## src/rtl/uart_tx_top_if.sv

```systemverilog
// uart_tx_top_if: parallel request / serial line bundle for the UART transmitter
interface uart_tx_top_if #(parameter int DATA_WIDTH = 8);
    logic [DATA_WIDTH-1:0] P_DATA;
    logic                  DATA_VALID;
    logic                  PARITY_EN;
    logic                  PAR_TYP;
    logic                  TX_tick;
    logic                  TX_OUT;
    logic                  BUSY;
    modport master (
        output P_DATA, DATA_VALID, PARITY_EN, PAR_TYP, TX_tick,
        input  TX_OUT, BUSY
    );
    modport slave (
        input  P_DATA, DATA_VALID, PARITY_EN, PAR_TYP, TX_tick,
        output TX_OUT, BUSY
    );
endinterface

```

## src/rtl/uart_tx_top.sv

```systemverilog
// uart_tx_top: tick-paced UART frame serializer (start, LSB-first data, optional parity, stop)
module uart_tx_top #(
    parameter int DATA_WIDTH = 8
) (
    input  logic           CLK,
    input  logic           RST,
    uart_tx_top_if.slave   bus
);
    localparam int CW = DATA_WIDTH > 1 ? $clog2(DATA_WIDTH) : 1;
    typedef enum logic [2:0] {IDLE, LOAD, START, DATA, PARITY, STOP} state_e;
    state_e                state_q, state_d;
    logic [DATA_WIDTH-1:0] data_q, data_d;
    logic                  par_en_q, par_en_d;
    logic                  par_typ_q, par_typ_d;
    logic [CW-1:0]         cnt_q, cnt_d;
    logic                  tx_q, tx_d;
    logic                  busy_q, busy_d;
    logic [CW-1:0]         cnt_nxt;
    logic                  last_bit;
    logic                  parity;
    assign cnt_nxt  = cnt_q + CW'(1);
    assign last_bit = cnt_q == CW'(DATA_WIDTH - 1);
    assign parity   = (^data_q) ^ par_typ_q;
    always_comb begin
        state_d   = state_q;
        data_d    = data_q;
        par_en_d  = par_en_q;
        par_typ_d = par_typ_q;
        cnt_d     = cnt_q;
        tx_d      = tx_q;
        busy_d    = busy_q;
        case (state_q)
            IDLE: if (bus.DATA_VALID) begin
                state_d   = LOAD;
                busy_d    = 1'b1;
                data_d    = bus.P_DATA;
                par_en_d  = bus.PARITY_EN;
                par_typ_d = bus.PAR_TYP;
            end
            LOAD: if (bus.TX_tick) begin
                state_d = START;
                tx_d    = 1'b0;
            end
            START: if (bus.TX_tick) begin
                state_d = DATA;
                cnt_d   = '0;
                tx_d    = data_q[0];
            end
            // the tick that would index past the MSB leaves DATA instead
            DATA: if (bus.TX_tick) begin
                state_d = last_bit ? (par_en_q ? PARITY : STOP) : DATA;
                cnt_d   = last_bit ? cnt_q : cnt_nxt;
                tx_d    = last_bit ? (par_en_q ? parity : 1'b1) : data_q[cnt_nxt];
            end
            PARITY: if (bus.TX_tick) begin
                state_d = STOP;
                tx_d    = 1'b1;
            end
            STOP: if (bus.TX_tick) begin
                state_d = IDLE;
                busy_d  = 1'b0;
                tx_d    = 1'b1;
            end
            default: begin
                state_d = IDLE;
                busy_d  = 1'b0;
                tx_d    = 1'b1;
            end
        endcase
    end
    always_ff @(posedge CLK) begin
        if (RST) begin
            state_q   <= IDLE;
            data_q    <= '0;
            par_en_q  <= 1'b0;
            par_typ_q <= 1'b0;
            cnt_q     <= '0;
            tx_q      <= 1'b1;
            busy_q    <= 1'b0;
        end else begin
            state_q   <= state_d;
            data_q    <= data_d;
            par_en_q  <= par_en_d;
            par_typ_q <= par_typ_d;
            cnt_q     <= cnt_d;
            tx_q      <= tx_d;
            busy_q    <= busy_d;
        end
    end
    assign bus.TX_OUT = tx_q;
    assign bus.BUSY   = busy_q;
endmodule
```

## src/flat_wrapper.sv

```systemverilog
// flat-port wrapper written by rule: the top's interface ports become plain ports
module uart_tx_top_flat 
#(
    parameter int DATA_WIDTH = 8
)
  (CLK, RST, bus_P_DATA, bus_DATA_VALID, bus_PARITY_EN, bus_PAR_TYP, bus_TX_tick, bus_TX_OUT, bus_BUSY);
  uart_tx_top_if #(.DATA_WIDTH(DATA_WIDTH)) bus_i ();
  input  logic CLK;
  input  logic RST;
  input wire logic [$bits(bus_i.P_DATA)-1:0] bus_P_DATA;
  input wire logic [$bits(bus_i.DATA_VALID)-1:0] bus_DATA_VALID;
  input wire logic [$bits(bus_i.PARITY_EN)-1:0] bus_PARITY_EN;
  input wire logic [$bits(bus_i.PAR_TYP)-1:0] bus_PAR_TYP;
  input wire logic [$bits(bus_i.TX_tick)-1:0] bus_TX_tick;
  output wire logic [$bits(bus_i.TX_OUT)-1:0] bus_TX_OUT;
  output wire logic [$bits(bus_i.BUSY)-1:0] bus_BUSY;
  assign bus_i.P_DATA = bus_P_DATA;
  assign bus_i.DATA_VALID = bus_DATA_VALID;
  assign bus_i.PARITY_EN = bus_PARITY_EN;
  assign bus_i.PAR_TYP = bus_PAR_TYP;
  assign bus_i.TX_tick = bus_TX_tick;
  assign bus_TX_OUT = bus_i.TX_OUT;
  assign bus_BUSY = bus_i.BUSY;
  uart_tx_top #(.DATA_WIDTH(DATA_WIDTH)) u_core (.CLK(CLK), .RST(RST), .bus(bus_i));
endmodule
```

## config.mk

```make
export PLATFORM = sky130hd
export DESIGN_NAME = uart_tx_top_flat
export DESIGN_NICKNAME = d
export VERILOG_FILES = /design/src/rtl/uart_tx_top_if.sv /design/src/rtl/uart_tx_top.sv /design/src/flat_wrapper.sv
export SDC_FILE = /design/constraint.sdc
export NUM_CORES = 1
export LEC_CHECK = 0
export CORE_MARGIN = 3
export CORE_UTILIZATION = 46
export DETAILED_ROUTE_END_ITERATION = 10
export GPL_ROUTABILITY_DRIVEN = 0
export PLACE_DENSITY_LB_ADDON = 0.1
export SYNTH_ARGS = -nofsm -noshare
export SYNTH_HDL_FRONTEND = slang
export SYNTH_SLANG_ARGS = --single-unit
```

## constraint.sdc

```tcl
create_clock -name CLK -period 3.1 [get_ports CLK]
set_input_delay 0.62 -clock CLK [delete_from_list [all_inputs] [get_ports CLK]]
set_output_delay 0.62 -clock CLK [all_outputs]
set_load 0.05 [all_outputs]
```

==> out/results.tsv <==
stage	metric	value	unit
setup_path	worst path cell trace	clkdlybuf4s50_1	
clocking	CTS tree	yes	
clocking	Post-CTS Hold Buffers	0	
synthesis	cell area after synthesis	916	um2
layout	Layout fillers	185	
setup_path	Crit path buffers/inverters	1	
grt	first-pass GRT wire length	3220	um
synthesis	post-synth top area share	39.3	%
grt	maximum number of pins on one net before global-route repair	20	
sta	worst-margin pin slew	0.490	ns
clocking	H-tree depth	1	
synthesis	post-synthesis register bit count	18	
routing	Via density	5.23	
setup_path	Worst Path Required	2.48	ns
synthesis	Post-Syn Instances	113	
place	DP Cell Count	148	
die	Die X	50.6	um
layout	ratio of cells with drive above 1 in the final layout	5.56	%
setup_path	reg2reg end	u_core.bus.TX_OUT	
setup_path	crit path to	bus_BUSY	
sta	final hold slack	0.482	ns
routing	drt drc	0	
sta	Period Utilization, post-route	66.6	%
clocking	cts bufs inserted	3	
synthesis	yosys warns	0	
setup_path	family with the most delay on the worst path	buffers and inverters	
synthesis	post-synth cell types	31	
routing	drt pass-1 iters	4	
clocking	CTS sink count	18	
layout	final net count	144	
die	die height	50.6	um
die	Die Area	0.00256	mm2
layout	ANT cells	0	
die	core area	0.00180	mm2
clocking	# resized after CTS	0	
clocking	Root Buffer	clkbuf_4	
clocking	CTS Buffer Depth	2	
die	Initial Utilization	50.8	%
setup_path	r2r worst-path depth	7	
grt	number of global-route vias before repair	721	
die	row cnt	15	
routing	Routed WL	1850	um
hold_path	worst hold-check path type	register to register	
grt	gr ovfl total	0	
clocking	clock-pin slew on the worst setup and hold paths	0.10	ns
sta	Max transition margin	67.2	%
setup_path	crit path from	u_core.bus.BUSY	
synthesis	post-synth top area cell	dfxtp_1	
die	io pins	16	
setup_path	reg2reg setup slack	1.14	ns
setup_path	Worst Setup Start Kind	register	
sta	Finish-stage setup viols	0	
place	Place WS	1.04	ns
status	status	complete, no violations	
synthesis	Seq/Total Area, Yosys	39.3	%
grt	antenna violations before repair	0	
sta	RSZ-0062 raised after global routing	no	
power_and_ir_drop	total power	0.492	mW
layout	fin cells	151	
sta	Fmax	484	MHz
synthesis	dominant cells by area after synthesis	dfxtp_1, nand2_1, a21oi_1, nor2_1, xnor2_1	
place	IO buf count	15	
setup_path	Critical Path Stages	1	
sta	Hold Vio Cnt, Final	0	
power_and_ir_drop	VDD IR-drop max	0.000316	V
routing	Final ANT Viol Nets	0	
routing	vias	790	
setup_path	Slowest-stage cell, CP	clkdlybuf4s50_1	
routing	1st-iter DRT viols	7	
sta	Fin Setup TNS	0	ns
clocking	post-CTS setup buffers	0	
layout	FF/Latch Area	360	um2
clocking	worst skew pair latency	0.30	ns
job	max_cap viols	0	
synthesis	Syn Area/Cell	8.11	um2
setup_path	Worst setup EP type	primary output	
setup_path	max incr delay on CP	0.80	ns
power_and_ir_drop	P per Cell Area	447	mW/mm2
setup_path	critical path class	register to primary output	
setup_path	FF-to-FF Start	u_core.cnt_q[0]	
sta	Slew Limit Fails	0	
sta	clock skew	0.00510	ns
setup_path	Arr. time, crit path	1.44	ns
setup_path	CP Max Fanout	2	
grt	GRT Total Usage	17.0	%
layout	multi-input logic area	509	um2
power_and_ir_drop	P_leak	0.408	nW
place	DP Wirelength	1340	um
synthesis	Mapped Nets	129	
routing	routed len/inst	12.2	um
sta	Final min period	2.06	ns
layout	area delta synth->final	20.1	%
sta	Final Worst Setup Slack	1.04	ns
sequential cells by signal, indices dropped and copies added (netlist names):
register / cells
u_core.bus.BUSY: 1
u_core.bus.TX_OUT: 1
u_core.cnt_q: 3
u_core.data_q: 8
u_core.par_en_q: 1
u_core.par_typ_q: 1
u_core.state_q: 3
stage by stage:
step	instance area (um2)	util (%)
2_1_floorplan	916	-
3_3_place_gp	1080	59.8
3_5_place_dp	1080	59.8
4_1_cts	1100	61.0
5_1_grt	1100	61.0
6_report	1100	61.0
layout make-up:
type                       count  area share, %
sequential                    18           32.8
timing repair buffer          17           15.0
tap                           25           2.84
clock buffer                   3           2.05
inverter                       3           1.02
multi-input combinational     85           46.3
cell usage in the layout (no fill, tap or decap):
cell type	Yosys	routed
a21oi_1	17	17
buf_4	0	2
clkbuf_4	0	3
or4_1	1	1
mux4_2	1	1
nand2b_1	1	1
nand3_1	1	1
a22oi_1	1	1
nor4b_1	1	1
a2bb2oi_1	1	1
inv_1	3	3
a2111oi_0	1	1
ha_1	2	2
nor3b_1	1	1
a31oi_1	2	2
nor2b_1	1	1
o2bb2ai_1	1	1
o311ai_2	1	1
nand2_1	25	25
o21ai_1	2	2
mux2i_1	2	2
nor2_1	10	10
xor2_1	2	2
xnor2_1	4	4
clkdlybuf4s50_1	0	15
xnor3_1	1	1
nand3b_1	1	1
o22ai_1	2	2
dfxtp_1	18	18
nor3_1	2	2
and3_1	1	1
worst min-delay path by stage:
stage | cells past startpoint | to | slack (ns) | startpoint
floorplan | 2 | u_core.par_typ_q | 0.45 | u_core.par_typ_q
detailed placement | 2 | u_core.par_en_q | 0.47 | u_core.par_en_q
CTS | 2 | u_core.par_en_q | 0.49 | u_core.par_en_q
global route | 2 | u_core.par_en_q | 0.52 | u_core.par_en_q
finish | 2 | u_core.par_en_q | 0.48 | u_core.par_en_q
global placement | 2 | u_core.par_typ_q | 0.46 | u_core.par_typ_q
report_power, final:
group	total (mW)	internal (mW)	leakage, nW	switching [mW]
registers	0.263	0.246	0.147	0.0170
clock network	0.121	0.0454	0.0138	0.0758
logic	0.108	0.0570	0.247	0.0510
total	0.492	0.348	0.408	0.144
cells by family after synthesis:
family          synth area share [%]
xor+xnor                        8.20
flops                           39.3
buf+inv                         5.05
compound gates                  18.6
mux                             4.64
fa+ha+maj                       2.73
simple gates                    21.5
Yosys cell counts (all sizes together):
library cell	count
nor3	2
inv	3
o311ai	1
xnor3	1
a2111oi	1
nand2	25
nor4b	1
ha	2
dfxtp	18
a22oi	1
mux2i	2
nand2b	1
mux4	1
nor3b	1
o21ai	2
nor2	10
buf	2
or4	1
o2bb2ai	1
nand3	1
nor2b	1
a21oi	17
nand3b	1
xor2	2
clkbuf	5
o22ai	2
xnor2	4
and3	1
a31oi	2
a2bb2oi	1
routing by layer:
layer / global-route usage [%] / share of wire, %
met2: 26.5 / 47
met1: 21.5 / 46
met5: 0 / 0
met4: 9.42 / 2.3
met3: 3.86 / 5.3
No activity file was read; power rests on OpenSTA's default activity.
==> RTL edit: new RTL, same flow settings <==
`DATA_WIDTH` is set to 8 in 3 places; all go to 16.
--- a/src/rtl/uart_tx_top_if.sv
+++ b/src/rtl/uart_tx_top_if.sv
@@ -1,5 +1,5 @@
 // uart_tx_top_if: parallel request / serial line bundle for the UART transmitter
-interface uart_tx_top_if #(parameter int DATA_WIDTH = 8);
+interface uart_tx_top_if #(parameter int DATA_WIDTH = 16);
     logic [DATA_WIDTH-1:0] P_DATA;
     logic                  DATA_VALID;
     logic                  PARITY_EN;
--- a/src/rtl/uart_tx_top.sv
+++ b/src/rtl/uart_tx_top.sv
@@ -1,6 +1,6 @@
 // uart_tx_top: tick-paced UART frame serializer (start, LSB-first data, optional parity, stop)
 module uart_tx_top #(
-    parameter int DATA_WIDTH = 8
+    parameter int DATA_WIDTH = 16
 ) (
     input  logic           CLK,
     input  logic           RST,
--- a/src/flat_wrapper.sv
+++ b/src/flat_wrapper.sv
@@ -1,7 +1,7 @@
 // flat-port wrapper written by rule: the top's interface ports become plain ports
 module uart_tx_top_flat 
 #(
-    parameter int DATA_WIDTH = 8
+    parameter int DATA_WIDTH = 16
 )
   (CLK, RST, bus_P_DATA, bus_DATA_VALID, bus_PARITY_EN, bus_PAR_TYP, bus_TX_tick, bus_TX_OUT, bus_BUSY);
   uart_tx_top_if #(.DATA_WIDTH(DATA_WIDTH)) bus_i ();
Interface: changed (resized bus_P_DATA); port bits go from 16 to 24. The function was not compared with the original's and may differ.
==> RTL edit against the original RTL <==
- sequential cell count up 9
- routed wire length up 70%
- fmax down 20%
- synthesized area up 65%
- cell area up 61%
- power up 51%
- combinational power up 71%
- sequential share of layout area down 2.2 points
- worst setup slack worse by 0.51 ns
- highest routed layer unchanged
==> RTL edit: results (changes against the original RTL) <==
| Result | This run | Delta |
|:---|:---|:---|
| Outcome | complete, no violations |  |
| HPWL after detailed placement | 2291 um | +71% |
| Number of distinct library cells after synthesis | 36 | +16% |
| Global routing usage on met3 | 4.813% | +0.96 points |
| Share of the synthesized area in compound gates (AO/OA/AOI/OAI) | 16.02% | -2.6 points |
| Vias in the first global route | 1,206 | +67% |
| Non-clock buffer area fraction after layout | 13.43% | -1.6 points |
| Reg2reg path depth | 6 | -1 |
| Fraction of standard cell area in multi-input logic | 50.39% | +4.1 points |
| Number of fill cells in the layout | 299 | +62% |
| Xor and xnor fraction of the mapped netlist area | 9.579% | +1.4 points |
| Slowest stage delay, CP | 0.60 ns | -0.20 ns |
| Post-synthesis sequential area ratio | 35.67% | -3.7 points |
| Number of logic inverters in the finished layout | 4 | +1 |
| Sequential cell count | 27 | +9 |
| Met1 WL | 1436 um | +70% |
| Maximum net fanout on the critical path | 11 | +9 |
| Worst-case vdd ir drop | 274.0 uV | -13% |
| Clock slew seen by the registers of the worst setup and hold paths | 0.15 ns | +0.05 ns |
| Number of nets in the layout | 220 | +53% |
| Total detailed-routing wirelength | 3133 um | +70% |
| Largest cells by area after synthesis | sky130_fd_sc_hd__dfxtp_1 36%, sky130_fd_sc_hd__nand2_1 10%, sky130_fd_sc_hd__a21oi_1 8.9% |  |
| Syn Nets | 205 | +59% |
| Nonclk buf count | 24 | +7 |
| First-pass GRT wire length | 5209 um | +62% |
| First-iteration detailed-routing DRC count | 93 | +86 |
| Met2 routed WL | 1497 um | +74% |
| Number of buffer cells added on primary ports | 23 | +8 |
| Path type of the worst setup path | flip-flop to flip-flop |  |
RTL edit: changes by cell type after synthesis, sizes merged, moves of 2 or more:
cell    delta
clkbuf     +5
nand2     +17
a21oi     +10
nand4      +2
xnor2      +8
buf        +2
and3       +2
mux4       +6
dfxtp      +9
nand3      +3
RTL edit: metrics by stage:
step           hold WS (ns)  utilization (%)  cells  total power [W]  cell area (sq um)
2_1_floorplan        0.4366                -    182        0.0005325               1515
3_3_place_gp         0.4662            56.09    236        0.0005871               1740
3_5_place_dp         0.4729            56.09    236        0.0005944               1740
4_1_cts              0.4935            57.06    240        0.0007518               1770
5_1_grt              0.5246            57.06    240        0.0007870               1770
6_report             0.4909            57.06    240        0.0007412               1770
RTL edit: report_power, final:
part | total (W) | internal, W | leakage [nW] | switching [W]
Clock | 0.000158 | 0.0000494 | 0.0139 | 0.000109
Combinational | 0.000185 | 0.0000991 | 0.386 | 0.0000861
Sequential | 0.000398 | 0.000370 | 0.221 | 0.0000283
